### config.mk
export PLATFORM = sky130hd
export DESIGN_NAME = operand_stage_buffer
export DESIGN_NICKNAME = d
export VERILOG_FILES = /design/src/rtl/operand_stage_buffer.sv
export SDC_FILE = /design/constraint.sdc
export NUM_CORES = 1
export LEC_CHECK = 0
export ABC_AREA = 1
export BUFFER_PORTS_ARGS = -buffer_cell sky130_fd_sc_hd__buf_4
export CORE_UTILIZATION = 35
export DETAILED_ROUTE_END_ITERATION = 7
export PLACE_DENSITY = 0.52
export SLEW_MARGIN = 10
export SYNTH_ARGS = -nofsm -noshare
export SYNTH_HDL_FRONTEND = slang
export SYNTH_SLANG_ARGS = --single-unit
### constraint.sdc
create_clock -name clk -period 1.65 [get_ports clk]
set_input_delay 0.0825 -clock clk [delete_from_list [all_inputs] [get_ports clk]]
set_output_delay 0.0825 -clock clk [all_outputs]
set_load 0.01 [all_outputs]
### src/rtl/operand_stage_buffer.sv
`default_nettype none
// ============================================================================
// Module      : operand_stage_buffer
// Description : 2-entry in-order operand FIFO ({sel, a, b}) feeding a 2:1 mux.
//               Optional synchronous flush port enabled by OPERAND_FLUSH_EN.
// Revision    : 1.0 - initial release
// ============================================================================
module operand_stage_buffer #(
    parameter int A_WIDTH = 32,
    parameter int B_WIDTH = 192
) (
    input  logic               clk,
    input  logic               rst_n,
`ifdef OPERAND_FLUSH_EN
    input  logic               flush,
`endif
    input  logic               in_valid,
    output logic               in_ready,
    input  logic [A_WIDTH-1:0] in_a,
    input  logic [B_WIDTH-1:0] in_b,
    input  logic               in_sel,
    output logic               out_valid,
    input  logic               out_ready,
    output logic [A_WIDTH-1:0] out_a,
    output logic [B_WIDTH-1:0] out_b,
    output logic               out_sel,
    output logic [1:0]         count
);

    localparam int E_WIDTH = 1 + A_WIDTH + B_WIDTH;

    logic [E_WIDTH-1:0] mem_q [0:1];
    logic               wr_ptr_q, wr_ptr_d;
    logic               rd_ptr_q, rd_ptr_d;
    logic [1:0]         count_q, count_d;
    logic               push_w, pop_w, wr_en_w, head_idx_w;

    always_comb begin
        in_ready  = (count_q != 2'd2);
        out_valid = (count_q != 2'd0);
        push_w    = in_valid && in_ready;
        pop_w     = out_valid && out_ready;
        wr_en_w   = push_w;
        wr_ptr_d  = push_w ? ~wr_ptr_q : wr_ptr_q;
        rd_ptr_d  = pop_w  ? ~rd_ptr_q : rd_ptr_q;
        count_d   = count_q;
        case ({push_w, pop_w})
            2'b10:   count_d = count_q + 2'd1;
            2'b01:   count_d = count_q - 2'd1;
            default: count_d = count_q;
        endcase
`ifdef OPERAND_FLUSH_EN
        // Park both pointers one past the current head so the output mux
        // (which shows the slot behind rd_ptr when empty) keeps presenting it.
        if (flush) begin
            wr_en_w = 1'b0;
            count_d = 2'd0;
            if (count_q != 2'd0) begin
                rd_ptr_d = ~rd_ptr_q;
                wr_ptr_d = ~rd_ptr_q;
            end else begin
                rd_ptr_d = rd_ptr_q;
                wr_ptr_d = wr_ptr_q;
            end
        end
`endif
    end

    always_ff @(posedge clk or negedge rst_n) begin
        if (!rst_n) begin
            mem_q[0] <= '0;
            mem_q[1] <= '0;
            wr_ptr_q <= 1'b0;
            rd_ptr_q <= 1'b0;
            count_q  <= 2'd0;
        end else begin
            if (wr_en_w) begin
                mem_q[wr_ptr_q] <= {in_sel, in_a, in_b};
            end
            wr_ptr_q <= wr_ptr_d;
            rd_ptr_q <= rd_ptr_d;
            count_q  <= count_d;
        end
    end

    // When empty, the slot just behind rd_ptr holds the last popped entry.
    always_comb begin
        head_idx_w = out_valid ? rd_ptr_q : ~rd_ptr_q;
        {out_sel, out_a, out_b} = mem_q[head_idx_w];
    end

    assign count = count_q;

endmodule
`default_nettype wire

==> results by group <==
Route
  – DRT antenna net count: 0
  – Vias per std cell: 5.38
  – DRT Pass-1 Iters: 6
  – Per-cell routed wire length: 19.8 um
  – Via count: 23100
  – Initial DRC Count: 2103
  – Total routed wirelength: 84.8 mm
  – # DRC: 0

Floorplanning
  – Initial Utilization: 35.6%
  – Die area: 0.0642 mm^2
  – FP Rows: 91
  – Top Ports: 458
  – Die H: 253 um
  – Chip width: 253 um
  – Core area: 0.0621 mm^2

Setup path
  – CP max stage delay: 410 ps
  – Worst R2R Path Depth: 7
  – Startpoint types: flip-flop
  – Crit path launch: count[0]$_DFFE_PN0P_
  – Crit path cell chain: nor2_2, buf_6, nand2_4, buf_12, buf_12, nand3_1, nand2_1, buf_4
  – Crit path DAT: 2040 ps
  – CP max FO: 17
  – CP required: 1570 ps
  – Slowest CP cell: dfrtp_1
  – Crit Path Class: reg -> out
  – R2R Path Start: count[0]$_DFFE_PN0P_
  – Worst Setup End Kind: output port
  – Cell mode on critical path: buf_12

Power and ir drop
  – P_leak: 16.7 nW
  – Logic pwr share: 56.6%
  – Internal power: 40.2 mW
  – PwrDens: 2240 mW/mm^2
  – Reg power frac: 27.4%
  – Sw Ratio: 43.7%
  – Sw power: 31.1 mW
  – VDD IR max: 1040 uV
  – Clock power frac: 16.0%

Synth
  – Syn avg cell area: 7.88 um^2
  – Cell Area, Synth: 0.0221 mm^2
  – Yosys cell types: 14
  – Yosys reg bits: 454
  – Warnings, synthesis: 0
  – Synth Net Count: 3034
  – Register area share after synthesis: 51.4%
  – Syn Inst Count: 2804

STA
  – FMAX: 471 MHz
  – Post-route setup slack: -473 ps
  – Tmin final: 2120 ps
  – Unrepaired setup endpoints after global routing: true
  – Slew @ Worst Pin: 646 ps
  – Hold Violations, Final: 0
  – Finish-stage setup viols: 226
  – Period utilisation layout: 129%
  – Max_slew headroom: 56.9%
  – Worst Skew: 19.6 ps
  – Max-slew violation count: 0

CTS
  – Worst skew pair latency: 590 ps
  – Num Clock Sinks: 454
  – Num CTS Buffers: 53
  – CTS Buffer Depth: 3
  – TritonCTS clock tree: yes
  – Worst-path clk slew: 60 ps
  – Root buf cell: clkbuf_16
  – H-tree levels: 2

Status
  – Status: finished, violations left
  – Failing checks: negative setup slack

Global routing
  – Global route overflow: 0
  – Vias in the first global route: 22800
  – Largest net degree at the start of global routing: 110
  – Global-route wire length before repair: 131 mm
  – All-Layer GR Usage: 25.9%
  – Initial antenna violation count: 7

Hold path
  – Worst Hold Class: in -> async

Flow run
  – MaxCap Viol Count: 0

Final layout
  – Cell Count, Final, Fillers Out: 4290
  – Nets: 3643
  – Fraction of layout cells with a size suffix above 1: 21.1%
  – FF+latch area: 0.0114 mm^2
  – Fill cells: 5901
  – Area growth syn-to-layout: 44.0%
  – Final core utilization: 51.3%
  – Multi-input gate area: 0.00957 mm^2
  – Finished Cell Area: 0.0318 mm^2

Placement
  – Routability congestion estimate: 0.852
  – Pre-CTS setup slack: 39.2 ps
  – Dpl hpwl: 53.8 mm
  – Placed cells: 3954
  – PortBufs: 457
  – Dpl cell area: 0.0276 mm^2
==> power by group through the flow <==
stage / sequential [mW] / combinational (mW) / clock, mW
2_1_floorplan: 18.6 / 20.0 / 0
3_3_place_gp: 19.5 / 38.6 / 0
3_5_place_dp: 19.6 / 39.1 / 0
4_1_cts: 19.5 / 39.8 / 11.7
5_1_grt: 20.1 / 43.8 / 12.1
6_report: 19.5 / 40.4 / 11.4
==> cell families (layout without fill, tap and decap cells) <==
| kind of cell | Yosys count | in the layout | share of synthesized area, % |
|---|---|---|---|
| adders and majority gates | 1 | 1 | 0.0566 |
| xor gates and xnor gates | 1 | 1 | 0.0396 |
| DFF | 454 | 454 | 51.4 |
| and+or+nand+nor | 2046 | 2046 | 42.4 |
| buffers and inverters | 301 | 945 | 6.04 |
| AOI/OAI and AO/OA | 1 | 1 | 0.0226 |
| other | 0 | 5 | 0 |
==> flip-flops by register name, summed over array words and instances, names as in the netlist <==
register,flops
rd_ptr_q,1
wr_ptr_q,1
mem_q,450
count,2
==> metal layers <==
layer / vias up / share of wire [%] / track usage, %
met2: 889 / 47 / 41.3
met3: 147 / 6.9 / 4.68
met4: 4 / 2.7 / 8.59
met5: - / 0.027 / 0
met1: 11200 / 43 / 35.4
li1: 10800 / - / -
==> timing repair <==
action	in CTS	in global routing
endpoints found under the hold margin	906	0
cloned	0	3
setup endpoints to repair	226	226
setup buffers	5	4
resized for setup	14	22
hold buffers	229	0
pin swaps	1	1
==> synth_stat cells <==
master	number	area share [%]
clkbuf_1	109	1.9
nand4_1	451	13
nand2_2	1	0.028
inv_2	2	0.034
buf_2	164	3.7
buf_1	21	0.36
inv_1	5	0.085
nand2_1	1139	19
nand3_1	453	10
xnor2_1	1	0.040
nor2_1	2	0.034
ha_1	1	0.057
o21ai_0	1	0.023
dfrtp_1	454	51
==> placed cells by master, fill, tap and decap left out, types with 3 or more instances in the layout <==
cell              n
buf_12           83
buf_16            4
buf_4           522
buf_6             6
bufinv_16         3
clkbuf_1         16
clkbuf_16        56
clkbuf_8         10
clkinv_2          7
dfrtp_1         453
diode_2           5
dlygate4sd3_1   228
inv_1             5
nand2_1        1121
nand2_2          13
nand2_4           5
nand3_1         441
nand3_2          10
nand4_1         451
==> path summary, 6_finish.rpt <==
kind                                          endpoint  slack (ps)
max in group asynchronous       mem_q[238]$_DFFE_PN0P_         930
worst min register to register  mem_q[152]$_DFFE_PN0P_         470
worst min-delay path             mem_q[86]$_DFFE_PN0P_         180
worst max register to register  mem_q[301]$_DFFE_PN0P_         110
min in group clk                mem_q[431]$_DFFE_PN0P_         290
worst max-delay path                          out_a[9]        -470
==> stage by stage <==
step                      hold slack (ps)  total power, mW  TNS [ps]
after floorplan                      -213             38.7         0
after global placement               2.67             58.1         0
after detailed placement             5.04             58.6         0
after CTS                             178             71.0   -107270
after global routing                  198             76.0   -117690
final                                 179             71.3    -92180
==> layout make-up <==
| type | count | share of cell area (%) |
|---|---|---|
| clock buffers | 79 | 4.79 |
| clock inverters | 11 | 0.417 |
| well taps | 837 | 3.29 |
| flip-flops and latches | 454 | 35.7 |
| diodes | 5 | 0.0393 |
| inverters | 7 | 0.106 |
| repair buffers | 848 | 25.6 |
| multi-input cells | 2049 | 30.1 |
==> critical path: cells and delay by family, from the launching register on <==
family                 cells  cell delay [ps]
buffers and inverters      4              650
flip-flops                 1              410
AND/OR/NAND/NOR            4              390
No activity file was read; power rests on OpenSTA's default activity.
